File: src/rtl/mux_ctrl_pkg.sv
// Shared types and helpers for the 4:1 round-robin mux controller.
package mux_ctrl_pkg;

    localparam int NUM_REQ = 4;
    localparam int SEL_W   = 2;

    typedef enum logic {
        IDLE = 1'b0,
        BUSY = 1'b1
    } state_t;

    // Rotate the priority pointer one step; the 2-bit add wraps 3 -> 0.
    function automatic logic [SEL_W-1:0] next_ptr(input logic [SEL_W-1:0] sel);
        return sel + 2'd1;
    endfunction

endpackage

File: src/rtl/rr_pick.sv
// Round-robin picker: first asserted request at or after ptr, modulo 4.
import mux_ctrl_pkg::*;

module rr_pick (
    input  logic [NUM_REQ-1:0] req,
    input  logic [SEL_W-1:0]   ptr,
    output logic               any_req,
    output logic [SEL_W-1:0]   pick
);

    logic [SEL_W-1:0] idx;
    logic             found;

    assign any_req = |req;

    always_comb begin
        pick  = ptr;
        found = 1'b0;
        idx   = ptr;
        for (int k = 0; k < NUM_REQ; k++) begin
            idx = ptr + SEL_W'(k);
            if (!found && req[idx]) begin
                pick  = idx;
                found = 1'b1;
            end
        end
    end

endmodule

File: src/rtl/mux_4_1_rr_ctrl.sv
// Round-robin arbiter/sequencer sharing one valid/ready output channel between
// four requesters, with each grant bounded to MAX_BURST transfers.
//
//  state | meaning
//  IDLE  | no grant; outputs quiet; arbitrate on req_in at the next edge
//  BUSY  | requester sel_out owns the channel until drop or burst limit
import mux_ctrl_pkg::*;

module mux_4_1_rr_ctrl #(
    parameter int W         = 8,
    parameter int MAX_BURST = 4
) (
    input  logic                 clk_in,
    input  logic                 rst_in,
    input  logic [NUM_REQ-1:0]   req_in,
    input  logic [NUM_REQ*W-1:0] data_in,
    output logic [NUM_REQ-1:0]   ack_out,
    output logic [W-1:0]         y_out,
    output logic                 y_valid_out,
    input  logic                 y_ready_in,
    output logic [SEL_W-1:0]     sel_out,
    output logic                 busy_out
);

    localparam logic [7:0] LAST_CNT = 8'(MAX_BURST - 1);

    state_t           state_q, state_d;
    logic [SEL_W-1:0] sel_q, sel_d;
    logic [SEL_W-1:0] ptr_q, ptr_d;
    logic [7:0]       burst_cnt_q, burst_cnt_d;

    logic             any_req;
    logic [SEL_W-1:0] pick;
    logic             xfer;

    rr_pick u_pick (
        .req     (req_in),
        .ptr     (ptr_q),
        .any_req (any_req),
        .pick    (pick)
    );

    assign xfer = (state_q == BUSY) && req_in[sel_q] && y_ready_in;

    always_ff @(posedge clk_in) begin
        if (rst_in) begin
            state_q     <= IDLE;
            sel_q       <= '0;
            ptr_q       <= '0;
            burst_cnt_q <= '0;
        end else begin
            state_q     <= state_d;
            sel_q       <= sel_d;
            ptr_q       <= ptr_d;
            burst_cnt_q <= burst_cnt_d;
        end
    end

    always_comb begin
        state_d     = state_q;
        sel_d       = sel_q;
        ptr_d       = ptr_q;
        burst_cnt_d = burst_cnt_q;
        case (state_q)
            IDLE: begin
                if (any_req) begin
                    sel_d       = pick;
                    burst_cnt_d = '0;
                    state_d     = BUSY;
                end
            end
            BUSY: begin
                if (xfer)
                    burst_cnt_d = burst_cnt_q + 8'd1;
                // A dropped request ends the grant without counting as a transfer.
                if (!req_in[sel_q] || (xfer && burst_cnt_q == LAST_CNT)) begin
                    state_d = IDLE;
                    ptr_d   = next_ptr(sel_q);
                end
            end
            default: state_d = IDLE;
        endcase
    end

    always_comb begin
        y_out       = '0;
        y_valid_out = 1'b0;
        ack_out     = '0;
        if (state_q == BUSY) begin
            y_out          = data_in[sel_q*W +: W];
            y_valid_out    = req_in[sel_q];
            ack_out[sel_q] = xfer;
        end
    end

    assign sel_out  = sel_q;
    assign busy_out = (state_q == BUSY);

endmodule

File: config.mk
export PLATFORM = sky130hd
export DESIGN_NAME = mux_4_1_rr_ctrl
export DESIGN_NICKNAME = d
export VERILOG_FILES = /design/src/rtl/mux_ctrl_pkg.sv /design/src/rtl/rr_pick.sv /design/src/rtl/mux_4_1_rr_ctrl.sv
export SDC_FILE = /design/constraint.sdc
export NUM_CORES = 1
export LEC_CHECK = 0
export BUFFER_PORTS_ARGS = -buffer_cell sky130_fd_sc_hd__buf_2
export CAP_MARGIN = 10
export CORE_ASPECT_RATIO = 1.75
export CORE_MARGIN = 5
export CORE_UTILIZATION = 25
export DETAILED_ROUTE_END_ITERATION = 8
export PLACE_DENSITY = 0.59
export SKIP_LAST_GASP = 1
export SYNTH_ARGS = -nofsm -noshare
export SYNTH_HDL_FRONTEND = slang
export SYNTH_HIERARCHICAL = 1
export SYNTH_SLANG_ARGS = --single-unit
File: constraint.sdc
create_clock -name clk_in -period 2.01 [get_ports clk_in]
set_input_delay 0 -clock clk_in [delete_from_list [all_inputs] [get_ports clk_in]]
set_output_delay 0 -clock clk_in [all_outputs]
set_load 0.02 [all_outputs]
# Word-level counts from Yosys, hierarchy flattened
# Cells that the tools add are included.
# Widths: inputs -> output; s select.
dict set report op_classes {
  magnitude_cmp 6
  n_addsub 5
  eq_ne 3
  shifts 1
  reduce_logical 16
  mux 27
  n_bitwise 2
}
# operator n
set op_table {}
lappend op_table {{$shiftx 32x6->8} 1}
lappend op_table {{$mux 8} 3}
lappend op_table {{$pmux 8 s2} 1}
lappend op_table {{$lt 2x3->1 const B} 5}
lappend op_table {{$mux 1} 12}
lappend op_table {{$bmux 1 s2} 5}
lappend op_table {{$add 8x1->8 const B} 1}
lappend op_table {{$eq 8x2->1 const B} 1}
lappend op_table {{$logic_and 1x1->1} 7}
lappend op_table {{$mux 2} 3}
lappend op_table {{$reduce_and 2->1} 3}
lappend op_table {{$add 2x1->2 const B} 2}
lappend op_table {{$add 2x2->2 const B} 2}
lappend op_table {{$and 4x4->4} 1}
lappend op_table {{$logic_not 1->1} 4}
lappend op_table {{$mux 4} 1}
lappend op_table {{$reduce_or 4->1} 1}
lappend op_table {{$demux 1 s2} 1}
lappend op_table {{$ge 2x1->1 const B} 1}
lappend op_table {{$ne 2x1->1 const B} 1}
lappend op_table {{$ne 2x2->1 const B} 1}
lappend op_table {{$pmux 1 s2} 1}
lappend op_table {{$logic_or 1x1->1} 1}
lappend op_table {{$not 1->1} 1}
dict set report word_totals {
  wordCells 64
  ff_bits 13
  output_inout_bits 16
  in_bits 39
}

# Depth between registers and ports, before layout
dict set report logic_depth {
  depth_word 12
  mapped_depth 6
  depth_no_buf 6
}

# Modules after synthesis
# The synthesis kept the hierarchy.
# module cells_per_inst instances seq_area_each_um2 area_each_um2
set modules_own_cells {}
lappend modules_own_cells {mux_4_1_rr_ctrl 98 1 260.2 939.7}
lappend modules_own_cells {rr_pick 16 1 0.0 96.3}

# Worst setup path after synthesis
# Ideal clock, no wire load.
dict set report synth_timing {
  kind {reg2reg}
  from {register sel_q[1] (netlist: sel_out[1])}
  to {register burst_cnt_q[7]}
  path_stages_with_launch 6
  n_path_buf 1
  required_time_ns 1.940
  setup_time_ns 0.070
  path_slack_ns 0.234
  period_less_slack_ns 1.776
  t_arrival_ns 1.706
  path_cell_list {dfxtp_1 -> buf_4 -> mux4_2 -> nand3_2 -> or4_1 -> a21oi_1}
}
dict set report synth_via {
  elab_chain_cells 6
}
# item line_no
set synth_lines {}
lappend synth_lines {{start: declaration} mux_4_1_rr_ctrl.sv:28} ;# logic [SEL_W-1:0] sel_q, sel_d;
lappend synth_lines {{start signal: assignment} mux_4_1_rr_ctrl.sv:53} ;# sel_q <= sel_d;
lappend synth_lines {{$bmux 1 s2} mux_4_1_rr_ctrl.sv:43} ;# assign xfer = (state_q == BUSY) && req_in[sel_q] && y_ready_in;
lappend synth_lines {{$mux 1 (not written as such)} mux_4_1_rr_ctrl.sv:43}
lappend synth_lines {{$logic_and 1x1->1 (2 in a row)} mux_4_1_rr_ctrl.sv:43}
lappend synth_lines {{$ne 2x1->1 (no line)} n/a}
lappend synth_lines {{$reduce_and 2->1 (no line)} n/a}
lappend synth_lines {{end signal: assignment} mux_4_1_rr_ctrl.sv:55} ;# burst_cnt_q <= burst_cnt_d;
lappend synth_lines {{end: declaration} mux_4_1_rr_ctrl.sv:30} ;# logic [7:0] burst_cnt_q, burst_cnt_d;
# Every way passes these cells. The select of a mux whose other input is x is not followed.
# A chain may end at the register's enable or synchronous reset.

# Final worst setup path
dict set report layout_timing {
  from {register sel_q[0] (netlist: sel_out[0])}
  to {output ack_out[1]}
}
dict set report layout_via {
  elab_chain_cells 6
  word_cells_on_any_way 11
  classes_between {2 x order compare; 5 x mux; 1 x bitwise; 3 x reduce/logical}
}
# item line_no
set layout_lines {}
lappend layout_lines {{$lt 2x3->1 (not written as such) (tied with other cells)} mux_4_1_rr_ctrl.sv:92} ;# ack_out[sel_q] = xfer;
lappend layout_lines {{$logic_and 1x1->1 (not written as such) / $mux 1 (equally long branches)} {mux_4_1_rr_ctrl.sv:92, mux_4_1_rr_ctrl.sv:43}}
lappend layout_lines {{$mux 1 (not written as such) / $logic_and 1x1->1 (equally long branches)} {mux_4_1_rr_ctrl.sv:92, mux_4_1_rr_ctrl.sv:43}}
lappend layout_lines {{$demux 1 s2 / $logic_and 1x1->1 (equally long branches)} {mux_4_1_rr_ctrl.sv:92, mux_4_1_rr_ctrl.sv:43}}
lappend layout_lines {{$and 4x4->4 (no line) *} n/a}
lappend layout_lines {{$mux 4 *} mux_4_1_rr_ctrl.sv:89} ;# if (state_q == BUSY) begin
lappend layout_lines {{end: declaration} mux_4_1_rr_ctrl.sv:17} ;# output logic [NUM_REQ-1:0] ack_out,
# Every way passes the cells marked *; elsewhere a longest branch is shown, timed or not. The select of a mux whose other input is x is not followed.

==> impl_metrics.tcl <==
set metrics [dict create \
    yosysTopAreaCell "dfxtp_1" \
    clkTransAtPathRegs_ns 0.05 \
    pre_cts_slack_ns 0.238 \
    first_iter_violations 30 \
    worst_pin_slew_ns 0.359 \
    drtPass1Iterations 5 \
    holdWs_ns 0.0326 \
    synth_nets 158 \
    insertion_delay_ns 0.24 \
    power.density_cell_area_mw_per_mm2 526 \
    hp-start "rst_in" \
    final.min_clock_period_ns 1.81 \
    antenna_found_initial 0 \
    hold_end "ptr_q[1]$_SDFFE_PP0P_" \
    ctsResizeCount 0 \
    drt-vias-per-instance 4.96 \
    min_path_cells 2 \
    crit_path_end_kind "primary output" \
    hold_viol 0 \
    rsz0062_at_grt "no" \
    io_pins 55 \
    grt_max_degree 14 \
    multi_input_area_um2 741 \
    wl_per_cell_um 13.6 \
    synth_fa_ha_area_share_pct 6.04 \
    seq_area_frac_synth_pct 25.1 \
    htree_levels 1 \
    timing.final.ws_setup_ns 0.197 \
    p_total_mw 0.742 \
    synth-xor-area-share_pct 1.69 \
    critPathMaxFanout 7 \
    synth_top_family_by_area "simple AND/OR/NAND/NOR gates" \
    final_util_pct 34.7 \
    synth_top_area_share_pct 25.1 \
    leakage_nw 0.629 \
    tritoncts "yes" \
    core-area_mm2 0.00407 \
    reg2reg_depth 5 \
    outcome "finished clean" \
    cts_buffer_depth 2 \
    ys_types 33 \
    path_class "flop to primary output" \
    synth-compound-area-share_pct 12.9 \
    slew_headroom_pct 76.0 \
    portBuffers 54 \
    cts_root_buf "clkbuf_8" \
    drive_gt1_share_pct 42.9 \
    dp_cells 215 \
    place.gp.congestion 0.750 \
    fmax_mhz 551 \
    final_area_mm2 0.00141 \
    reg2reg_from "burst_cnt_q[0]$_SDFFE_PP0P_" \
    cts_buffers 3 \
    synth_area_leaders "dfxtp_1 (25%), mux4_2 (20%), and2_1 (7.9%)" \
    initial_utilization_pct 25.4 \
    ir_drop_mv 0.344 \
    ys_ff_latch 13 \
    min_period_over_period_pct 90.2 \
    die_h_um 95.2 \
    die_x_um 58.7 \
    cap_violations 0 \
    grt.overflow.total 0 \
    hold_class "primary input to flop" \
    die_area_mm2 0.00558 \
    dpl.hpwl_um 2520 \
    cp.arrival_ns 1.81 \
    ant_nets 0 \
    yosysWarnings 6 \
    cp.required_ns 2.01 \
    post_cts_buffers 0 \
    reg2reg_to "ptr_q[0]$_SDFFE_PP0P_" \
    critPathLaunchType "flop" \
    drc 0 \
    final_max_slew_viol_count 0 \
    synthMuxAreaShare_pct 20.7 \
    syn_to_final_growth_pct 36.2 \
    diodes 0 \
    vias 1086 \
    nets 215 \
    n_fill_cell 442 \
    cts_sinks 13 \
    tns_ns 0 \
    synthCells 114 \
    grt_first_pass_wirelength_um 4890 \
    grt_pass1_vias 1114 \
    synth-simple-area-share_pct 30.2 \
    finalNonFillerCells 219 \
    rows 31 \
    avgSynthCellArea_um2 9.09 \
    routed_wl_um 2970 \
    setup_violations 0 \
    regArea_um2 260 \
    fin_skew_ns 0.00338 \
    dpl_cell_area_mm2 0.00137 \
    synth_area_mm2 0.00104 \
    cts_hold_buf 0 \
    gr-usage-all-layers_pct 10.9 \
    reg2reg_setup_slack_ns 0.26 \
]
-- power breakdown --
group | leakage [nW] | total, mW | internal, mW | switching [mW]
registers | 0.106 | 0.278 | 0.267 | 0.0115
logic | 0.501 | 0.231 | 0.113 | 0.118
clock network | 0.0228 | 0.232 | 0.140 | 0.0924
total | 0.629 | 0.742 | 0.520 | 0.222
-- flip-flops by register name, indices dropped and copies added (netlist names) --
signal       flops
busy_out         1
burst_cnt_q      8
sel_out          2
ptr_q            2
-- per-layer routing --
layer | up-vias | routed length [µm] | GRT usage [%]
li1 | 534 | - | -
met1 | 491 | 1040 | 10.9
met2 | 58 | 1460 | 21.2
met3 | 3 | 449 | 2.98
met4 | 0 | 30 | 3.40
met5 | - | 0 | 0
-- worst max path at each step --
stage / start / end / slack, ns / depth (start not counted)
2_1_floorplan: sel_out[1]$_SDFFE_PP0P_ / burst_cnt_q[7]$_SDFFE_PP0P_ / 0.23 / 5
3_3_place_gp: burst_cnt_q[0]$_SDFFE_PP0P_ / ptr_q[0]$_SDFFE_PP0P_ / 0.30 / 5
3_5_place_dp: burst_cnt_q[0]$_SDFFE_PP0P_ / ptr_q[0]$_SDFFE_PP0P_ / 0.24 / 5
4_1_cts: sel_out[0]$_SDFFE_PP0P_ / ack_out[1] / 0.18 / 4
5_1_grt: burst_cnt_q[0]$_SDFFE_PP0P_ / ptr_q[0]$_SDFFE_PP0P_ / 0.09 / 5
6_report: sel_out[0]$_SDFFE_PP0P_ / ack_out[1] / 0.20 / 4
-- placed cells by master, fill, tap and decap left out, drive strengths merged --
| cell type | instances |
|---|---|
| and2 | 13 |
| dfxtp | 13 |
| nor2b | 2 |
| or4 | 3 |
| nand3b | 1 |
| nand4b | 1 |
| o211ai | 2 |
| nand4 | 3 |
| a311oi | 1 |
| or3 | 3 |
| nand3 | 5 |
| a21bo | 1 |
| ha | 5 |
| nor2 | 10 |
| nand2b | 4 |
| mux4 | 9 |
| or4bb | 1 |
| and3 | 2 |
| o21ai | 4 |
| buf | 57 |
| inv | 3 |
| mux2 | 1 |
| a21oi | 10 |
| a21o | 1 |
| a221oi | 1 |
| nand2 | 7 |
| clkbuf | 4 |
| o31ai | 1 |
| xor2 | 2 |
-- cell type report --
class	instances	share of cell area, %
multi-input combinational	93	52.5
clock buffer	4	3.19
inverter	3	0.798
timing repair buffer	57	20.7
tap	49	4.34
sequential	13	18.4
-- cell families (layout without fill, tap and decap cells) --
family,after synthesis,count (layout)
xor gates and xnor gates,2,2
DFF,13,13
and+or+nand+nor,55,55
adders and majority gates,5,5
AOI/OAI and AO/OA,21,21
muxes,10,10
buffers and inverters,8,64
-- cells in the mapped netlist --
master    count
buf_1         1
nor2b_1       2
nand4_1       3
buf_4         1
nand4b_1      1
and2_1       13
o31ai_1       1
dfxtp_1      13
a21o_1        1
o21ai_1       1
a311oi_1      1
and3_1        2
nand3_2       1
a221oi_2      1
or4bb_1       1
mux2_2        1
nand2b_1      4
a21oi_1      10
clkbuf_1      2
nor2_1       10
nand3b_1      1
o21ai_0       3
inv_1         3
buf_2         1
or3_1         3
xor2_1        2
mux4_2        9
nand3_1       4
ha_1          5
o211ai_1      2
nand2_1       7
or4_1         3
a21bo_2       1
-- critical path, cell delays in order, from the launching register on --
cell and delay (ns):
dfxtp_1 0.34, mux4_2 0.60, and3_1 0.28, and2_1 0.19, buf_2 0.16
(Power assumes the default switching activity.)
